--- src/rtl/icache_fetch.sv ---
// Direct-mapped instruction cache with a sequential line-refill controller.
// Hits answer combinationally in the PC cycle; misses stall while a line is refilled.
module icache_fetch #(
    parameter int LINES   = 8,
    parameter int WORDS   = 4,
    parameter int MEM_LAT = 1
) (
    input  logic        clk,
    input  logic        reset,
    input  logic [31:0] pc,
    input  logic        pc_valid,
    input  logic        flush,
    output logic [31:0] instruction,
    output logic        stall,
    output logic [31:0] mem_address,
    output logic        mem_read,
    input  logic [31:0] mem_instruction,
    output logic [15:0] hit_count,
    output logic [15:0] miss_count
);

    localparam int INDEX_BITS = $clog2(LINES);
    localparam int OFF_BITS   = $clog2(WORDS);
    localparam int TAG_BITS   = 30 - INDEX_BITS - OFF_BITS;
    localparam int WAIT_BITS  = (MEM_LAT > 1) ? $clog2(MEM_LAT) : 1;

    localparam logic [WAIT_BITS-1:0] WAIT_LAST = WAIT_BITS'(MEM_LAT - 1);
    localparam logic [OFF_BITS-1:0]  WORD_LAST = OFF_BITS'(WORDS - 1);

    typedef enum logic [1:0] {
        IDLE,
        REFILL,
        FILL_DONE
    } state_t;

    state_t state, state_next;

    logic [LINES-1:0]    valid;
    logic [TAG_BITS-1:0] tag_arr  [LINES];
    logic [31:0]         data_arr [LINES][WORDS];

    logic [TAG_BITS-1:0]   lat_tag;
    logic [INDEX_BITS-1:0] lat_index;
    logic [OFF_BITS-1:0]   word_cnt;
    logic [OFF_BITS-1:0]   word_next;
    logic [WAIT_BITS-1:0]  wait_cnt;

    logic [OFF_BITS-1:0]   pc_off;
    logic [INDEX_BITS-1:0] pc_idx;
    logic [TAG_BITS-1:0]   pc_tag;
    logic                  unused_pc_bits;

    logic hit;
    logic miss;
    logic word_done;
    logic last_word;

    assign pc_off         = pc[OFF_BITS+1:2];
    assign pc_idx         = pc[INDEX_BITS+OFF_BITS+1:OFF_BITS+2];
    assign pc_tag         = pc[31:INDEX_BITS+OFF_BITS+2];
    assign unused_pc_bits = ^pc[1:0];

    assign hit       = (state == IDLE) && pc_valid && valid[pc_idx] && (tag_arr[pc_idx] == pc_tag);
    assign miss      = (state == IDLE) && pc_valid && !hit;
    assign word_done = (state == REFILL) && (wait_cnt == WAIT_LAST);
    assign last_word = word_done && (word_cnt == WORD_LAST);
    assign word_next = word_cnt + OFF_BITS'(1);

    always_ff @(posedge clk) begin
        if (reset) begin
            state <= IDLE;
        end else begin
            state <= state_next;
        end
    end

    always_comb begin
        state_next  = state;
        stall       = 1'b0;
        instruction = '0;
        case (state)
            IDLE: begin
                if (hit) begin
                    instruction = data_arr[pc_idx][pc_off];
                end
                if (miss) begin
                    stall      = 1'b1;
                    state_next = REFILL;
                end
            end
            REFILL: begin
                stall = 1'b1;
                if (last_word) begin
                    state_next = FILL_DONE;
                end
            end
            FILL_DONE: begin
                stall      = 1'b1;
                state_next = IDLE;
            end
            default: state_next = IDLE;
        endcase
        // flush overrides any transition, including a miss seen this cycle
        if (flush) begin
            state_next = IDLE;
        end
    end

    always_ff @(posedge clk) begin
        if (reset) begin
            valid       <= '0;
            hit_count   <= '0;
            miss_count  <= '0;
            mem_read    <= 1'b0;
            mem_address <= '0;
            lat_tag     <= '0;
            lat_index   <= '0;
            word_cnt    <= '0;
            wait_cnt    <= '0;
        end else begin
            if (hit && hit_count != 16'hFFFF) begin
                hit_count <= hit_count + 16'd1;
            end
            if (flush) begin
                valid    <= '0;
                mem_read <= 1'b0;
            end else begin
                case (state)
                    IDLE: begin
                        if (miss) begin
                            lat_tag       <= pc_tag;
                            lat_index     <= pc_idx;
                            valid[pc_idx] <= 1'b0;
                            word_cnt      <= '0;
                            wait_cnt      <= '0;
                            mem_read      <= 1'b1;
                            mem_address   <= {pc_tag, pc_idx, {OFF_BITS{1'b0}}, 2'b00};
                            if (miss_count != 16'hFFFF) begin
                                miss_count <= miss_count + 16'd1;
                            end
                        end
                    end
                    REFILL: begin
                        if (word_done) begin
                            wait_cnt <= '0;
                            word_cnt <= word_next;
                            if (last_word) begin
                                mem_read <= 1'b0;
                            end else begin
                                mem_address <= {lat_tag, lat_index, word_next, 2'b00};
                            end
                        end else begin
                            wait_cnt <= wait_cnt + WAIT_BITS'(1);
                        end
                    end
                    FILL_DONE: begin
                        valid[lat_index] <= 1'b1;
                    end
                    default: ;
                endcase
            end
        end
    end

    // Tag and data storage carry no reset; valid bits alone qualify them.
    always_ff @(posedge clk) begin
        if (word_done) begin
            data_arr[lat_index][word_cnt] <= mem_instruction;
        end
        if (state == FILL_DONE) begin
            tag_arr[lat_index] <= lat_tag;
        end
    end

endmodule

--- config.mk ---
export PLATFORM = sky130hd
export DESIGN_NAME = icache_fetch
export DESIGN_NICKNAME = d
export VERILOG_FILES = /design/src/rtl/icache_fetch.sv
export SDC_FILE = /design/constraint.sdc
export NUM_CORES = 1
export LEC_CHECK = 0
export CAP_MARGIN = 10
export CORE_MARGIN = 5
export CORE_UTILIZATION = 40
export CTS_BUF_LIST = sky130_fd_sc_hd__clkbuf_16
export DETAILED_ROUTE_END_ITERATION = 12
export SYNTH_ARGS = -nofsm -noshare
export SYNTH_HDL_FRONTEND = slang
export SYNTH_SLANG_ARGS = --single-unit
--- constraint.sdc ---
create_clock -name clk -period 4.75 [get_ports clk]
set_input_delay 0.7125 -clock clk [delete_from_list [all_inputs] [get_ports clk]]
set_output_delay 0.7125 -clock clk [all_outputs]
set_load 0.03 [all_outputs]
==> After elaboration in Yosys (flattened, before gate mapping) <==
Memories as Yosys holds them, arrays and structs flattened.
Index checks and enable logic that the tools add are counted.
{ "word_totals": {"ff_bits": 106, "latchBits": 0, "ramBits": 1224, "mem_bits_ro": 0, "inputBits": 68, "output_inout_bits": 98, "elab_cells": 102, "n_memories": 2} }
{ "op_classes": {"add_sub_neg": 4, "mul": 0, "div_mod_pow": 0, "n_lt_le_gt_ge": 7, "n_eq_ne": 10, "n_shift": 0, "n_mux": 38, "bitwise": 7, "n_reduce_logical": 24} }
{ "memory_table": {"columns": ["name", "words", "word_bits", "rd", "rd_clocked_by_memory_dff", "write_ports", "line_no", "source"], "rows": [
  ["data_arr", 8, 128, 1, 0, 1, "40", "logic [31:0] data_arr [LINES][WORDS];"],
  ["tag_arr", 8, 25, 1, 0, 1, "39", "logic [TAG_BITS-1:0] tag_arr [LINES];"]
]} }
{ "op_table": {"columns": ["cell", "count"], "rows": [
  ["$mux 32", 8],
  ["$mux 128", 1],
  ["$bmux 32 s2", 1],
  ["$demux 32 s2", 1],
  ["$pmux 32 s2", 1],
  ["$add 16x1->16 const B", 2],
  ["$ne 16x16->1 const B", 2],
  ["$eq 25x25->1", 1],
  ["$pmux 8 s2", 1],
  ["$mux 1", 12],
  ["$reduce_and 4->1", 3],
  ["$logic_and 1x1->1", 10],
  ["$and 8x8->8", 1],
  ["$lt 3x4->1 const B", 2],
  ["$mux 2", 4],
  ["$mux 8", 1],
  ["$ne 2x2->1 const B", 4],
  ["$not 8->8", 1],
  ["$or 8x8->8", 1],
  ["$pmux 2 s2", 2],
  ["$demux 1 s3", 2],
  ["$ge 3x1->1 const B", 2],
  ["$ge 3x3->1 const B", 2],
  ["$not 2->3", 2],
  ["15 further kinds", 23]
]} }

==> Depth between registers and ports, before layout <==
Gate-level depths: netlist of run 1.
{ "logic_depth": {"depth_word": 8, "depth_mapped": 16, "mapped_depth_nobuf": 9} }

==> Worst setup path after synthesis of run 1 <==
OpenSTA, ideal clock, no wires.
{ "synth_path": {"kind": "input to output", "startpoint": "in pc[5]", "endpoint": "out instruction[23]", "t_arrival_ns": 3.736, "required_ns": 4.038, "slack_ns": 0.302, "path_stages": 13, "n_path_buf": 9, "cell_sequence": "buf_2 buf_4 buf_2 buf_2 buf_2 buf_1 buf_2 clkbuf_1 buf_1 nand2_1 a311oi_1 a21oi_1 nor2_1"} }
{ "synth_between": {"elab_chain_len": 6, "elab_cells_between_ends": 12, "classes_between": "eq/ne: 1; mux: 7; reduce/logical: 2; memory: 2"} }
{ "synth_rtl": {"columns": ["element", "line_no", "source"], "rows": [
  ["from (decl)", "10", "input logic [31:0] pc,"],
  ["$mem_v2 8x128 or $bmux 1 s3 (tied branches)", null, null],
  ["$bmux 32 s2 or $mux 1 (tied branches)", "84, 63", null],
  ["$mux 32 (not written as such) or $logic_and 1x1->1 (tied branches) (2 in series)", "84, 63", null],
  ["$mux 32 (*)", "83", "if (hit) begin"],
  ["$mux 32 (*)", "81", "case (state)"],
  ["to (decl)", "13", "output logic [31:0] instruction,"]
]} }
Every way passes the cells marked *; elsewhere a longest branch is shown, timed or not. The select of a mux whose other input is x is not followed.

==> Worst setup path in the final report of run 1 <==
{ "layout_path": {"startpoint": "in pc[4]", "endpoint": "out instruction[31]"} }
Same word-level chain as after synthesis.

==> results.cfg, run 1 <==
[synthesis]
synth_top_cells_by_area = edfxtp_1, mux4_2, dfxtp_1, mux2i_1, nor2_1
yosysMostFrequentCell = edfxtp_1
ys_warn_count = 0
synth-seq-area-share_pct = 74.8
async_flop_share_pct = 0
synth.cell_area_mm2 = 0.0519
synth.distinct_cells = 66
synth_cells = 2613
synth_top_area_cell = edfxtp_1
netlist.area_leader.share_pct = 70.8
synth_area_per_cell_um2 = 19.9
synth-seq-cells = 1328
synth_edf_count = 1224
ys_top_cells_by_count = edfxtp_1, mux4_2, nor2_1, mux2i_1, dfxtp_1
synth_ff_type = edfxtp_1

[global_routing]
antenna_found_initial = 5
grt_first_pass_wirelength_um = 192000
grt_pass1_vias = 28000
grt_max_degree = 118
grt_overflow = 0
grt_use_total_pct = 19.2

[timing]
finalSetupTns_ps = 0
whs_ps = 286
drv_slew = 0
tightest_slew_ps = 1140
final.min_clock_period_ps = 4580
relSlewSlack_pct = 23.5
fmax_mhz = 219
hold_viol = 0
rsz0062_at_grt = true
finalCritPeriodShare_pct = 96.3
fin_skew_ps = 57.9
setup_viol = 0

[drt]
route.detailed.drc = 0
drt-pass1-iter-count = 5
first_iter_violations = 2756
via_count = 26900
ant_nets = 0
wirelength_um = 133000
wl_per_cell_um = 27.9
via_per_inst = 5.67

[status]
run_status = complete, no violations

[cts]
cts_buffer_depth = 3
cts_made_buffers = 140
cts_sinks = 1328
cts_tree = yes
htree_levels = 4
path_clk_slew_ps = 60
root_buffer = clkbuf_16
clkLatencyLatePin_ps = 760
cts_hold_buf = 0

[pwr]
p_seq_share_pct = 53.2
p_int_mw = 19.0
comb_power_share_pct = 5.3
switchingPower_mw = 5.19
power_frac_clock_pct = 41.6
leakage_nw = 20.1
p_total_mw = 24.2
ir_drop_v = 0.000345
powerDensity_mw_per_mm2 = 395
swShare_pct = 21.5

[layout]
drive_above_1_share_pct = 25.0
regArea_mm2 = 0.0388
multiInputGateArea_mm2 = 0.0127
final_util_pct = 47.4
area_growth_pct = 18.1
nets = 2982
final_cells = 4752
num-fill-cells = 10600

[critical_path]
worstSetupStartpointType = input port
regToRegStartpoint = tag_arr[2][0]$_DFFE_PP_
cp.required_ps = 4040
setup.worst_path.class = input port to primary output
startpoint = pc[4]
critPathCaptureType = primary output
crit_arrival_ps = 3860
cp_max_fo = 33

[die]
row_count = 132
num_io_pins = 166
fp.dieW_um = 370
die_height_um = 370
core_mm2 = 0.129
start_util_pct = 40.2
die_area_mm2 = 0.137

[place]
gp_congestion = 0.755
placed_cells = 4502
portBuffers = 161
hpwl_um = 71600

[worst_hold_path]
hold_path_class = input port to register
hold_start = reset

[run]
drv_cap = 0
==> power by group through the flow <==
stage / logic, mW / clock network (mW) / registers [mW]
2_1_floorplan: 0.704 / 0 / 13.1
3_3_place_gp: 1.24 / 0 / 13.1
3_5_place_dp: 1.27 / 0 / 13.1
4_1_cts: 1.27 / 10.3 / 12.9
5_1_grt: 1.36 / 10.8 / 12.9
6_report: 1.27 / 10.1 / 12.9
==> worst max-delay path, stage by stage <==
cell	delay, ps
buf_8	160
buf_4	320
buf_8	300
mux2_2	370
a32oi_1	240
and3b_1	240
o21ai_0	100
nor4_2	300
buf_4	170
nand4_1	140
buf_12	230
nor2_1	180
buf_4	200
buf_12	130
==> path summary, 6_finish.rpt <==
path | endpoint | cells after the start | slack, ps
worst max-delay path | instruction[31] | 14 | 170
worst min-delay path | lat_index[1]$_SDFFE_PP0P_ | 2 | 290
worst max register to register | valid[7]$_SDFFE_PP0P_ | 11 | 980
worst min register to register | mem_address[3]$_SDFFE_PP0P_ | 2 | 470
==> registers in the layout (all words and copies together) (netlist names), 3 cells and up <==
register	count
data_arr	1024
hit_count	16
lat_index	3
lat_tag	25
mem_address	30
miss_count	16
tag_arr	200
valid	8
==> per-layer routing <==
| layer | routed length [um] | global-route usage, % |
|---|---|---|
| met5 | 19 | 0 |
| met4 | 3240 | 5.26 |
| met3 | 9090 | 3.74 |
| met2 | 64400 | 31.2 |
| met1 | 55900 | 26.8 |
==> final cells by class <==
type / count / share of cell area, %
Clock inverter: 105 / 1.08
Tap cell: 1742 / 3.55
Timing Repair Buffer: 298 / 5.41
Multi-Input combinational cell: 1119 / 20.7
Inverter: 17 / 0.104
Clock buffer: 142 / 5.79
Sequential cell: 1328 / 63.3
Antenna cell: 1 / 0.00408
==> layout by cell type (no fill, tap or decap), types with 7 or more instances in the layout <==
master and n:
mux4_2 309, a211oi_1 18, mux2_2 17, dfxtp_1 104
clkbuf_16 144, o22ai_1 15, o221ai_1 7, nor2b_1 7
ha_1 9, and2_1 19, mux2i_1 143, o21ai_0 13
o211a_1 28, clkinv_1 26, inv_1 60, nor2_1 122
and3_1 11, nor2_2 13, nor2_4 33, a311oi_1 14
buf_4 113, clkdlybuf4s50_1 122, nand4_1 9, a31oi_1 12
xor2_1 18, nand2_1 77, edfxtp_1 1224, o31ai_1 8
buf_12 54, or2_2 9, clkinv_2 17, xnor2_1 24
nand3_1 47, a21oi_1 48
==> timing repair <==
item                                    in CTS  in global routing
resized for setup                            9                 14
pin swaps                                    1                  7
setup buffers                                0                  0
endpoints found under the setup margin       4                 18
cloned                                       0                  1
==> per-stage QoR <==
step / setup WS (ps) / instance area (um^2)
2_1_floorplan: 302 / 51900
3_3_place_gp: -291 / 57000
3_5_place_dp: -262 / 57000
4_1_cts: 7.69 / 61200
5_1_grt: -20.3 / 61300
6_report: 174 / 61300
==> kinds of logic after synthesis <==
group	synth area share [%]
flip-flops	74.8
multiplexers	16.5
AND/OR/NAND/NOR	3.56
AO/OA/AOI/OAI	2.77
buffers and inverters	1.40
XOR/XNOR	0.708
adder cells (fa/ha/maj)	0.241
other	0.00722
Power figures use the tool's default switching activity.
==> inputs of run 2 (changes only) <==
--- a/config.mk
+++ b/config.mk
@@ -8,7 +8,6 @@
 export CAP_MARGIN = 10
 export CORE_MARGIN = 5
 export CORE_UTILIZATION = 40
-export CTS_BUF_LIST = sky130_fd_sc_hd__clkbuf_16
 export DETAILED_ROUTE_END_ITERATION = 12
 export SYNTH_ARGS = -nofsm -noshare
 export SYNTH_HDL_FRONTEND = slang
==> results.cfg, run 2 (same netlist as run 1, synthesis figures left out) <==
[status]
run_status = complete, no violations

[cts]
path_clk_slew_ps = 60
root_buffer = clkbuf_16
cts_sinks = 1328
cts_buffer_depth = 3
clkLatencyLatePin_ps = 760
cts_tree = yes
cts_setup_buffers = 0
cts_made_buffers = 140
cts_hold_buf = 0
htree_levels = 4

[timing]
fmax_mhz = 218
hold_viol = 0
final.min_clock_period_ps = 4590
finalCritPeriodShare_pct = 96.7
relSlewSlack_pct = 23.6
setup_viol = 0
drv_slew = 0
rsz0062_at_grt = true
finalSetupTns_ps = 0
fin_skew_ps = 56.3
tightest_slew_ps = 1140

[critical_path]
regToRegSetupSlack_ps = 990
reg2reg_to = valid[7]$_SDFFE_PP0P_
worstPathCellList = buf_8 -> buf_4 -> buf_8 -> mux2_2 -> a32oi_1 -> and3b_1 -> o21ai_0 -> nor4_2 -> buf_4 -> nand4_1 -> buf_12 -> nor2_1 -> buf_4 -> buf_12
cp_common_cell = buf_4
startpoint = pc[4]
critPathCaptureType = primary output
worstSetupStartpointType = input port
slowest_delay_ps = 370
setup.worst_path.class = input port to primary output
cp_max_fo = 33
r2r_cells = 11
crit_arrival_ps = 3880
crit_slowest_cell = mux2_2
regToRegStartpoint = tag_arr[2][0]$_DFFE_PP_
cp.required_ps = 4040

[place]
hpwl_um = 71600
placed_cells = 4502
gp_congestion = 0.755
portBuffers = 161

[die]
num_io_pins = 166
die_height_um = 370
core_mm2 = 0.129
start_util_pct = 40.2
die_area_mm2 = 0.137
row_count = 132
fp.dieW_um = 370

[drt]
via_count = 27000
via_per_inst = 5.68
drt-pass1-iter-count = 5
wirelength_um = 133000
first_iter_violations = 2724
ant_nets = 0
route.detailed.drc = 0
wl_per_cell_um = 28.0

[pwr]
p_total_mw = 24.4
switchingPower_mw = 5.19
swShare_pct = 21.3
powerDensity_mw_per_mm2 = 397
ir_drop_v = 0.000346
leakage_nw = 19.9
p_seq_share_pct = 52.8
power_frac_clock_pct = 42.0
comb_power_share_pct = 5.2
p_int_mw = 19.2

[worst_hold_path]
hold_depth = 2
hold_start = reset
hold_path_end = lat_index[1]$_SDFFE_PP0P_
hold_path_class = input port to register

[layout]
final_util_pct = 47.5
multiInputGateArea_mm2 = 0.0127
largest_reg_flops = 1024
final_common_cell = edfxtp_1
area_growth_pct = 18.2
final_cells = 4752
regMostFlops = data_arr
nets = 2982
drive_above_1_share_pct = 25.2
reg_top3 = data_arr x1024, tag_arr x200, mem_address x30
final_cell_mix = edfxtp_1, mux4_2, clkbuf_16
num-fill-cells = 10600
regArea_mm2 = 0.0388

[global_routing]
grt_overflow = 0
antenna_found_initial = 5
grt_pass1_vias = 28000
grt_max_degree = 118
grt_first_pass_wirelength_um = 192000
grt_use_total_pct = 19.2

[run]
drv_cap = 0
-- run 2: layout make-up --
| cell class | count | area share [%] |
|---|---|---|
| Antenna cell | 1 | 0.00408 |
| Clock buffer | 193 | 6.18 |
| Multi-Input combinational cell | 1119 | 20.7 |
| Inverter | 17 | 0.104 |
| Clock inverter | 54 | 0.771 |
| Timing Repair Buffer | 298 | 5.41 |
| Sequential cell | 1328 | 63.3 |
| Tap cell | 1742 | 3.55 |
-- run 2: worst max-delay path by stage --
stage / slack (ps) / to
5_1_grt: -20 / stall
2_1_floorplan: 300 / instruction[23]
3_5_place_dp: -260 / stall
4_1_cts: 8 / stall
6_report: 160 / instruction[31]
3_3_place_gp: -290 / stall
-- run 2: routing by layer --
| metal | vias to the layer above | global-route usage (%) | share of wire, % |
|---|---|---|---|
| met5 | - | 0 | 0.014 |
| met4 | 4 | 5.27 | 2.4 |
| met3 | 208 | 3.78 | 6.8 |
| met2 | 983 | 31.2 | 48 |
| met1 | 14500 | 26.7 | 42 |
| li1 | 11300 | - | - |
-- run 2: timing repair --
item | CTS | global route
endpoints found under the setup margin | 4 | 18
pin swaps | 1 | 7
gates resized for setup | 9 | 14
endpoints found under the hold margin | 0 | 0
cloned | 0 | 1
-- run 2: power groups by stage --
stage / registers [mW] / clock network [mW] / logic (mW)
floorplan: 13.1 / 0 / 0.704
CTS: 12.9 / 10.5 / 1.27
global placement: 13.1 / 0 / 1.24
global route: 12.9 / 11.0 / 1.36
finish: 12.9 / 10.2 / 1.27
detailed placement: 13.1 / 0 / 1.27
-- run 2: stage by stage --
step | setup slack, ps | hold WS, ps | area (um^2)
2_1_floorplan | 302 | 458 | 51900
3_3_place_gp | -291 | 461 | 57000
3_5_place_dp | -262 | 460 | 57000
4_1_cts | 8.02 | 223 | 61300
5_1_grt | -20.3 | 272 | 61400
6_report | 158 | 287 | 61400
-- run 2: critical path, delay by kind of cell --
kind                   cells  cell delay, ps
and+or+nand+nor            4             870
AOI/OAI and AO/OA          2             350
muxes                      1             370
buffers and inverters      7            1510
